[config.mk]
export PLATFORM = sky130hd
export DESIGN_NAME = loop_lock_monitor
export DESIGN_NICKNAME = d
export VERILOG_FILES = /design/src/rtl/loop_lock_monitor.sv
export SDC_FILE = /design/constraint.sdc
export NUM_CORES = 1
export LEC_CHECK = 0
export ABC_CLOCK_PERIOD_IN_PS = 4230
export BUFFER_PORTS_ARGS = -buffer_cell sky130_fd_sc_hd__buf_2
export CORE_UTILIZATION = 53
export DETAILED_ROUTE_END_ITERATION = 10
export GPL_ROUTABILITY_DRIVEN = 0
export PLACE_DENSITY = 0.84
export SYNTH_ARGS = -nofsm -noshare
export SYNTH_HDL_FRONTEND = slang
export SYNTH_SLANG_ARGS = --single-unit
[constraint.sdc]
create_clock -name clk -period 4.23 [get_ports clk]
set_input_delay 0.2115 -clock clk [delete_from_list [all_inputs] [get_ports clk]]
set_output_delay 0.2115 -clock clk [all_outputs]
set_load 0.01 [all_outputs]
[src/rtl/loop_lock_monitor.sv]
// Lock supervisor for the carrier/bit-sync loop filter.
// Smooths |error|, runs acquisition FSM, drives sweep magnitude.
module loop_lock_monitor #(
   parameter int AVG_SHIFT = 6,
   parameter int CNT_WIDTH = 16
) (
   input  logic                 clk,
   input  logic                 reset,
   input  logic                 clkEn,
   input  logic                 enable,
   input  logic [7:0]           error,
   input  logic [31:0]          lagAccum,
   input  logic [31:0]          limit,
   input  logic [31:0]          sweepRate,
   input  logic [15:0]          lockThresh,
   input  logic [15:0]          unlockThresh,
   input  logic [CNT_WIDTH-1:0] lockCount,
   input  logic [CNT_WIDTH-1:0] unlockCount,
   output logic [31:0]          sweepOffsetMag,
   output logic                 locked,
   output logic [1:0]           state,
   output logic [15:0]          avgErrMag
);

   typedef enum logic [1:0] {
      IDLE   = 2'd0,
      SWEEP  = 2'd1,
      VERIFY = 2'd2,
      LOCKED = 2'd3
   } state_t;

   localparam logic [CNT_WIDTH-1:0] CNT_ONE = CNT_WIDTH'(1);

   state_t               state_q, state_d;
   logic [15:0]          avg_q, avg_d;
   logic [CNT_WIDTH-1:0] cnt_q, cnt_d;
   logic [31:0]          sweep_q, sweep_d;
   logic                 locked_q, locked_d;

   logic [7:0]           mag;
   logic [16:0]          avg_sum;
   logic [15:0]          avg_upd;
   logic                 railed;
   logic                 good;
   logic                 bad;
   logic [CNT_WIDTH-1:0] cnt_inc;
   logic [CNT_WIDTH-1:0] lock_req;
   logic [CNT_WIDTH-1:0] unlock_req;

   // Datapath: magnitude, leaky filter, rail and threshold decisions
   always_comb begin
      mag        = error[7] ? 8'(~error + 8'd1) : error;
      avg_sum    = {1'b0, avg_q} - {1'b0, (avg_q >> AVG_SHIFT)}
                 + {9'd0, mag};
      avg_upd    = avg_sum[16] ? 16'hFFFF : avg_sum[15:0];
      railed     = (lagAccum == limit) || (lagAccum == (32'd0 - limit));
      good       = avg_q < lockThresh;
      bad        = avg_q > unlockThresh;
      cnt_inc    = (cnt_q == '1) ? cnt_q : cnt_q + CNT_ONE;
      lock_req   = (lockCount == '0) ? CNT_ONE : lockCount;
      unlock_req = (unlockCount == '0) ? CNT_ONE : unlockCount;
   end

   // Next-state and registered-output values for the acquisition FSM
   always_comb begin
      state_d = state_q;
      avg_d   = avg_q;
      cnt_d   = cnt_q;
      if (!enable) begin
         state_d = IDLE;
         avg_d   = '0;
         cnt_d   = '0;
      end else begin
         case (state_q)
            IDLE: begin
               avg_d   = '0;
               cnt_d   = '0;
               state_d = SWEEP;
            end
            SWEEP: begin
               avg_d = avg_upd;
               cnt_d = '0;
               if (good && !railed)
                  state_d = VERIFY;
            end
            VERIFY: begin
               avg_d = avg_upd;
               if (railed || !good) begin
                  state_d = SWEEP;
                  cnt_d   = '0;
               end else if (cnt_inc >= lock_req) begin
                  state_d = LOCKED;
                  cnt_d   = '0;
               end else begin
                  cnt_d = cnt_inc;
               end
            end
            LOCKED: begin
               avg_d = avg_upd;
               if (!bad) begin
                  cnt_d = '0;
               end else if (cnt_inc >= unlock_req) begin
                  state_d = SWEEP;
                  cnt_d   = '0;
               end else begin
                  cnt_d = cnt_inc;
               end
            end
            default: begin
               state_d = IDLE;
               avg_d   = '0;
               cnt_d   = '0;
            end
         endcase
      end
      sweep_d  = (state_d == SWEEP) ? sweepRate : '0;
      locked_d = (state_d == LOCKED);
   end

   // State and output registers, advancing only on sample strobes
   always_ff @(posedge clk or negedge reset) begin
      if (!reset) begin
         state_q  <= IDLE;
         avg_q    <= '0;
         cnt_q    <= '0;
         sweep_q  <= '0;
         locked_q <= 1'b0;
      end else if (clkEn) begin
         state_q  <= state_d;
         avg_q    <= avg_d;
         cnt_q    <= cnt_d;
         sweep_q  <= sweep_d;
         locked_q <= locked_d;
      end
   end

   assign state          = state_q;
   assign avgErrMag      = avg_q;
   assign sweepOffsetMag = sweep_q;
   assign locked         = locked_q;

endmodule

==> report_table.html <==
<table>
<tr><th>Metric</th><th>Value</th></tr>
<tr><th colspan="2">Cells and area</th></tr>
<tr><td>Top library cells by usage in the layout, fill and taps aside</td><td>sky130_fd_sc_hd__buf_2, sky130_fd_sc_hd__inv_1, sky130_fd_sc_hd__ha_1</td></tr>
<tr><td>Layout cell share with drive strength beyond 1</td><td>roughly a quarter</td></tr>
<tr><td>P&amp;R area growth vs syn</td><td>23.0%</td></tr>
<tr><td>Most frequent standard cell in the layout excluding fill and tap cells</td><td>sky130_fd_sc_hd__buf_2</td></tr>
<tr><td>Final layout net count</td><td>1300</td></tr>
<tr><td>Final instance count without filler cells</td><td>about 1.2k</td></tr>
<tr><td>Antenna Diode Count</td><td>0</td></tr>
<tr><td>Number of filler cells placed in the layout</td><td>~1.1k</td></tr>
<tr><th colspan="2">Critical path</th></tr>
<tr><td>Type of origin of the critical path</td><td>flip-flop</td></tr>
<tr><td>Critical Path, Cell by Cell</td><td>nand4_1, nor2_1, and2_1, nand3_1, nor2_1, and3_1, nor2b_1, a21oi_1, ha_1, and4_1, nand2_1, a21oi_1, o2111ai_1, a211oi_1, nand2b_1, o32ai_1, buf_4, buf_4, a32o_1</td></tr>
<tr><td>Worst setup path class</td><td>reg -&gt; reg</td></tr>
<tr><td>Crit-path max cell delay</td><td>approximately 0.42 ns</td></tr>
<tr><td>Top fanout value on the critical path</td><td>6</td></tr>
<tr><td>Required time of the critical path</td><td>roughly 4.4 ns</td></tr>
<tr><td>Slowest cell on the critical path</td><td>sky130_fd_sc_hd__dfrtp_1</td></tr>
<tr><td>Kind of capture point of the worst setup path</td><td>flip-flop</td></tr>
<tr><td>Arrival time of data at the critical path endpoint</td><td>4.17 ns</td></tr>
<tr><th colspan="2">Min path</th></tr>
<tr><td>Min-Delay Path Class</td><td>in -&gt; reg</td></tr>
<tr><th colspan="2">Synth</th></tr>
<tr><td>Synth unique cells</td><td>between 70 and 80</td></tr>
<tr><td>Synth top area share</td><td>23.6%</td></tr>
<tr><td>Summed instance area of the synthesized netlist</td><td>~0.0071 mm^2</td></tr>
<tr><td>Synthesized flop and latch total</td><td>67</td></tr>
<tr><td>Post-synth EDFFs</td><td>0</td></tr>
<tr><td>FFs w/ async S/R, synth</td><td>between 90% and 100%</td></tr>
<tr><td>Cell types occupying the most area after synthesis</td><td>sky130_fd_sc_hd__dfrtp_1, sky130_fd_sc_hd__ha_1, sky130_fd_sc_hd__xnor2_1</td></tr>
<tr><td>Post-synth top area cell</td><td>sky130_fd_sc_hd__dfrtp_1</td></tr>
<tr><td>Portion of the post-synthesis area used by sequential elements</td><td>23.6%</td></tr>
<tr><td>Most used DFF post-synth</td><td>sky130_fd_sc_hd__dfrtp_1</td></tr>
<tr><td>Average footprint of a synthesized cell</td><td>just under 9 um^2</td></tr>
<tr><td>Syn Inst Count</td><td>820</td></tr>
<tr><td>Mapped Nets</td><td>between 1k and 1.5k</td></tr>
<tr><td>Count of synthesis-stage warnings from yosys</td><td>0</td></tr>
<tr><th colspan="2">Pwr</th></tr>
<tr><td>Fraction of power spent switching nets</td><td>a little over two fifths</td></tr>
<tr><td>Clk pwr share</td><td>about a fifth</td></tr>
<tr><td>Leakage dissipation</td><td>roughly 4.4 nW</td></tr>
<tr><td>IR drop worst, VDD</td><td>0.000230 V</td></tr>
<tr><td>Switching power summed over all nets</td><td>0.00179 W</td></tr>
<tr><td>Fraction of power consumed by combinational cells</td><td>about three fifths</td></tr>
<tr><td>Internal Pwr Total</td><td>between 0.002 and 0.0025 W</td></tr>
<tr><td>Relative contribution of sequential cells to total power</td><td>between 20% and 30%</td></tr>
<tr><td>Power density of the placed cells</td><td>~470 mW/mm^2</td></tr>
<tr><th colspan="2">GRT</th></tr>
<tr><td>Antenna violations before repair</td><td>0</td></tr>
<tr><td>Global-route usage over all layers</td><td>27.3%</td></tr>
<tr><td>Via count of the first global-routing pass</td><td>a little under 7k</td></tr>
<tr><td>Overall overflow remaining after global route</td><td>0</td></tr>
<tr><td>Global-route wire length before repair</td><td>31500 um</td></tr>
<tr><td>Largest net degree at the start of global routing</td><td>55</td></tr>
<tr><th colspan="2">Flow run</th></tr>
<tr><td># Max-Cap Violations</td><td>0</td></tr>
<tr><th colspan="2">Timing</th></tr>
<tr><td>Worst setup slack after layout</td><td>0.269 ns</td></tr>
<tr><td>Final Hold Violating Endpoints</td><td>0</td></tr>
<tr><td>Final setup vio count</td><td>0</td></tr>
<tr><td>Normalized max-slew margin</td><td>approximately a third</td></tr>
<tr><td>Worst clock skew</td><td>0.00616 ns</td></tr>
<tr><td>Slew @ Worst Pin</td><td>between 0.9 and 1 ns</td></tr>
<tr><td>Max-slew violation count</td><td>0</td></tr>
<tr><td>Highest achievable clock rate</td><td>between 200 and 300 MHz</td></tr>
<tr><td>Clock period minus final worst setup slack</td><td>3.96 ns</td></tr>
<tr><td>Fin Setup TNS</td><td>0 ns</td></tr>
<tr><td>Period utilisation layout</td><td>between 90% and 100%</td></tr>
<tr><th colspan="2">Clock tree</th></tr>
<tr><td>Clock root cell</td><td>sky130_fd_sc_hd__clkbuf_16</td></tr>
<tr><td>Buffer depth of the longest clock path</td><td>2</td></tr>
<tr><td>Source-to-sink clock delay at the later pin of the worst-skew pair</td><td>0.33 ns</td></tr>
<tr><td>Num Clock Sinks</td><td>between 60 and 70</td></tr>
<tr><td>CTS H-tree depth</td><td>3</td></tr>
<tr><td>Clock Pin Slew Worst Setup and Hold Paths</td><td>~0.060 ns</td></tr>
<tr><td>TritonCTS clock tree</td><td>yes</td></tr>
<tr><td>Number of buffers created by CTS</td><td>9</td></tr>
<tr><th colspan="2">Placement</th></tr>
<tr><td>Total half-perimeter wirelength after legalization and detailed placement</td><td>15300 um</td></tr>
<tr><td>Port Buffers</td><td>between 200 and 250</td></tr>
<tr><td>Setup slack at placement</td><td>0.145 ns</td></tr>
<tr><td>Placed cells</td><td>1197</td></tr>
<tr><th colspan="2">Route</th></tr>
<tr><td>Vias per cell</td><td>5.91</td></tr>
<tr><td>First DRT Iteration DRCs</td><td>between 500 and 600</td></tr>
<tr><td>Initial DRT Pass Iterations</td><td>5</td></tr>
<tr><td>Count of antenna-violating nets left after detailed routing</td><td>0</td></tr>
<tr><td>Total DRC errors in the routed layout</td><td>0</td></tr>
<tr><td>Final wirelength</td><td>roughly 19000 um</td></tr>
<tr><td>DR vias</td><td>~7k</td></tr>
<tr><td>Routed wire per std cell</td><td>15.7 um</td></tr>
<tr><th colspan="2">Die</th></tr>
<tr><td>Die span in y</td><td>around 120 um</td></tr>
<tr><td>Placeable Area</td><td>0.0128 mm^2</td></tr>
<tr><td>Row cnt</td><td>41</td></tr>
<tr><td>Boundary Pins</td><td>~220</td></tr>
<tr><td>Die footprint</td><td>roughly 0.014 mm^2</td></tr>
<tr><td>Initial standard-cell utilization of the core</td><td>a little under three fifths</td></tr>
<tr><td>Die extent in x</td><td>roughly 120 um</td></tr>
<tr><th colspan="2">Status</th></tr>
<tr><td>Run status</td><td>complete, no violations</td></tr>
</table>
==> worst max-delay path, delay by kind of cell (launching register included) <==
| kind | cells | cell delay (ns) |
|---|---|---|
| adder cells (fa/ha/maj) | 1 | 0.33 |
| flip-flops | 1 | 0.42 |
| AND/OR/NAND/NOR | 10 | 1.69 |
| AO/OA/AOI/OAI | 6 | 1.06 |
| buffers and inverters | 2 | 0.35 |
==> final timing paths <==
kind                                         start                  to  slack (ns)  cells past startpoint
worst max-delay path                      cnt_q[5]           cnt_q[11]        0.27                     19
worst min-delay path                 sweepRate[16]  sweepOffsetMag[16]         0.1                      2
worst max register to register            cnt_q[5]           cnt_q[11]        0.27                     19
worst min register to register  sweepOffsetMag[16]  sweepOffsetMag[16]        0.50                      1
max in group asynchronous                    reset            cnt_q[4]        2.78                      3
min in group asynchronous                    reset  sweepOffsetMag[16]        0.51                      2
==> repair_timing <==
action,4_1_cts,5_1_grt
endpoints found under the setup margin,0,48
setup buffers,0,2
gates resized for setup,0,6
hold endpoints to repair,12,0
hold buffers,1,0
==> power groups by stage <==
stage	logic, W	registers, W	clock network, W
after floorplan	0.00165	0.000955	0
after global placement	0.00229	0.000934	0
after global routing	0.00269	0.000949	0.000816
after CTS	0.00237	0.000927	0.000787
after detailed placement	0.00235	0.000940	0
final	0.00241	0.000931	0.000774
==> per-layer routing <==
metal  track usage [%]  wire length [um]  vias to the layer above  share of wire, %
met5                 0                 0                        -                 0
li1                  -                 -                     3519                 -
met3              4.02              1140                       34               6.0
met2              46.8              9030                      301                47
met4              9.46               453                        0               2.4
met1              34.9              8450                     3330                44
==> cells in the mapped netlist (all sizes together), types with 19 or more instances <==
cell type,instances
nor3,33
a21o,19
ha,81
xnor2,37
dfrtp,67
xor2,35
nand4,23
nand2,42
a22o,32
a21oi,35
nor4,31
inv,84
clkbuf,21
nor2,47
o21ai,19
==> kinds of logic (layout without fill, tap and decap cells) <==
kind of cell	after synthesis	in the layout	synth area share [%]
fa+ha+maj	92	92	16.9
mux	6	6	0.863
flops	67	67	23.6
compound gates	208	208	22.3
xor+xnor	72	72	8.88
simple gates	265	265	21.2
buf+inv	110	334	6.17
==> registers in the layout, summed over array words and instances (netlist names) <==
signal	cells
cnt_q	16
sweepOffsetMag	32
locked	1
state	2
avgErrMag	16
==> layout make-up <==
type                       instances  area [um^2]  area share, %
inverter                          84          315           3.61
clock inverter                     7         82.6          0.946
timing repair buffer             234         1220           13.9
sequential                        67         1680           19.2
multi-input combinational        643         5000           57.2
clock buffer                       9          225           2.58
tap                              172          215           2.46
==> per-stage QoR <==
step                total power, W  utilization [%]  hold WS [ns]  cell area (um^2)
finish                     0.00411             68.1        0.0990              8730
global route               0.00446             68.1         0.100              8730
CTS                        0.00408             67.8        0.0916              8690
detailed placement         0.00329             65.3         0.345              8370
global placement           0.00323             65.3         0.339              8370
floorplan                  0.00260                -       -0.0841              7100
Note: power is estimated with default switching activity, not from simulation.
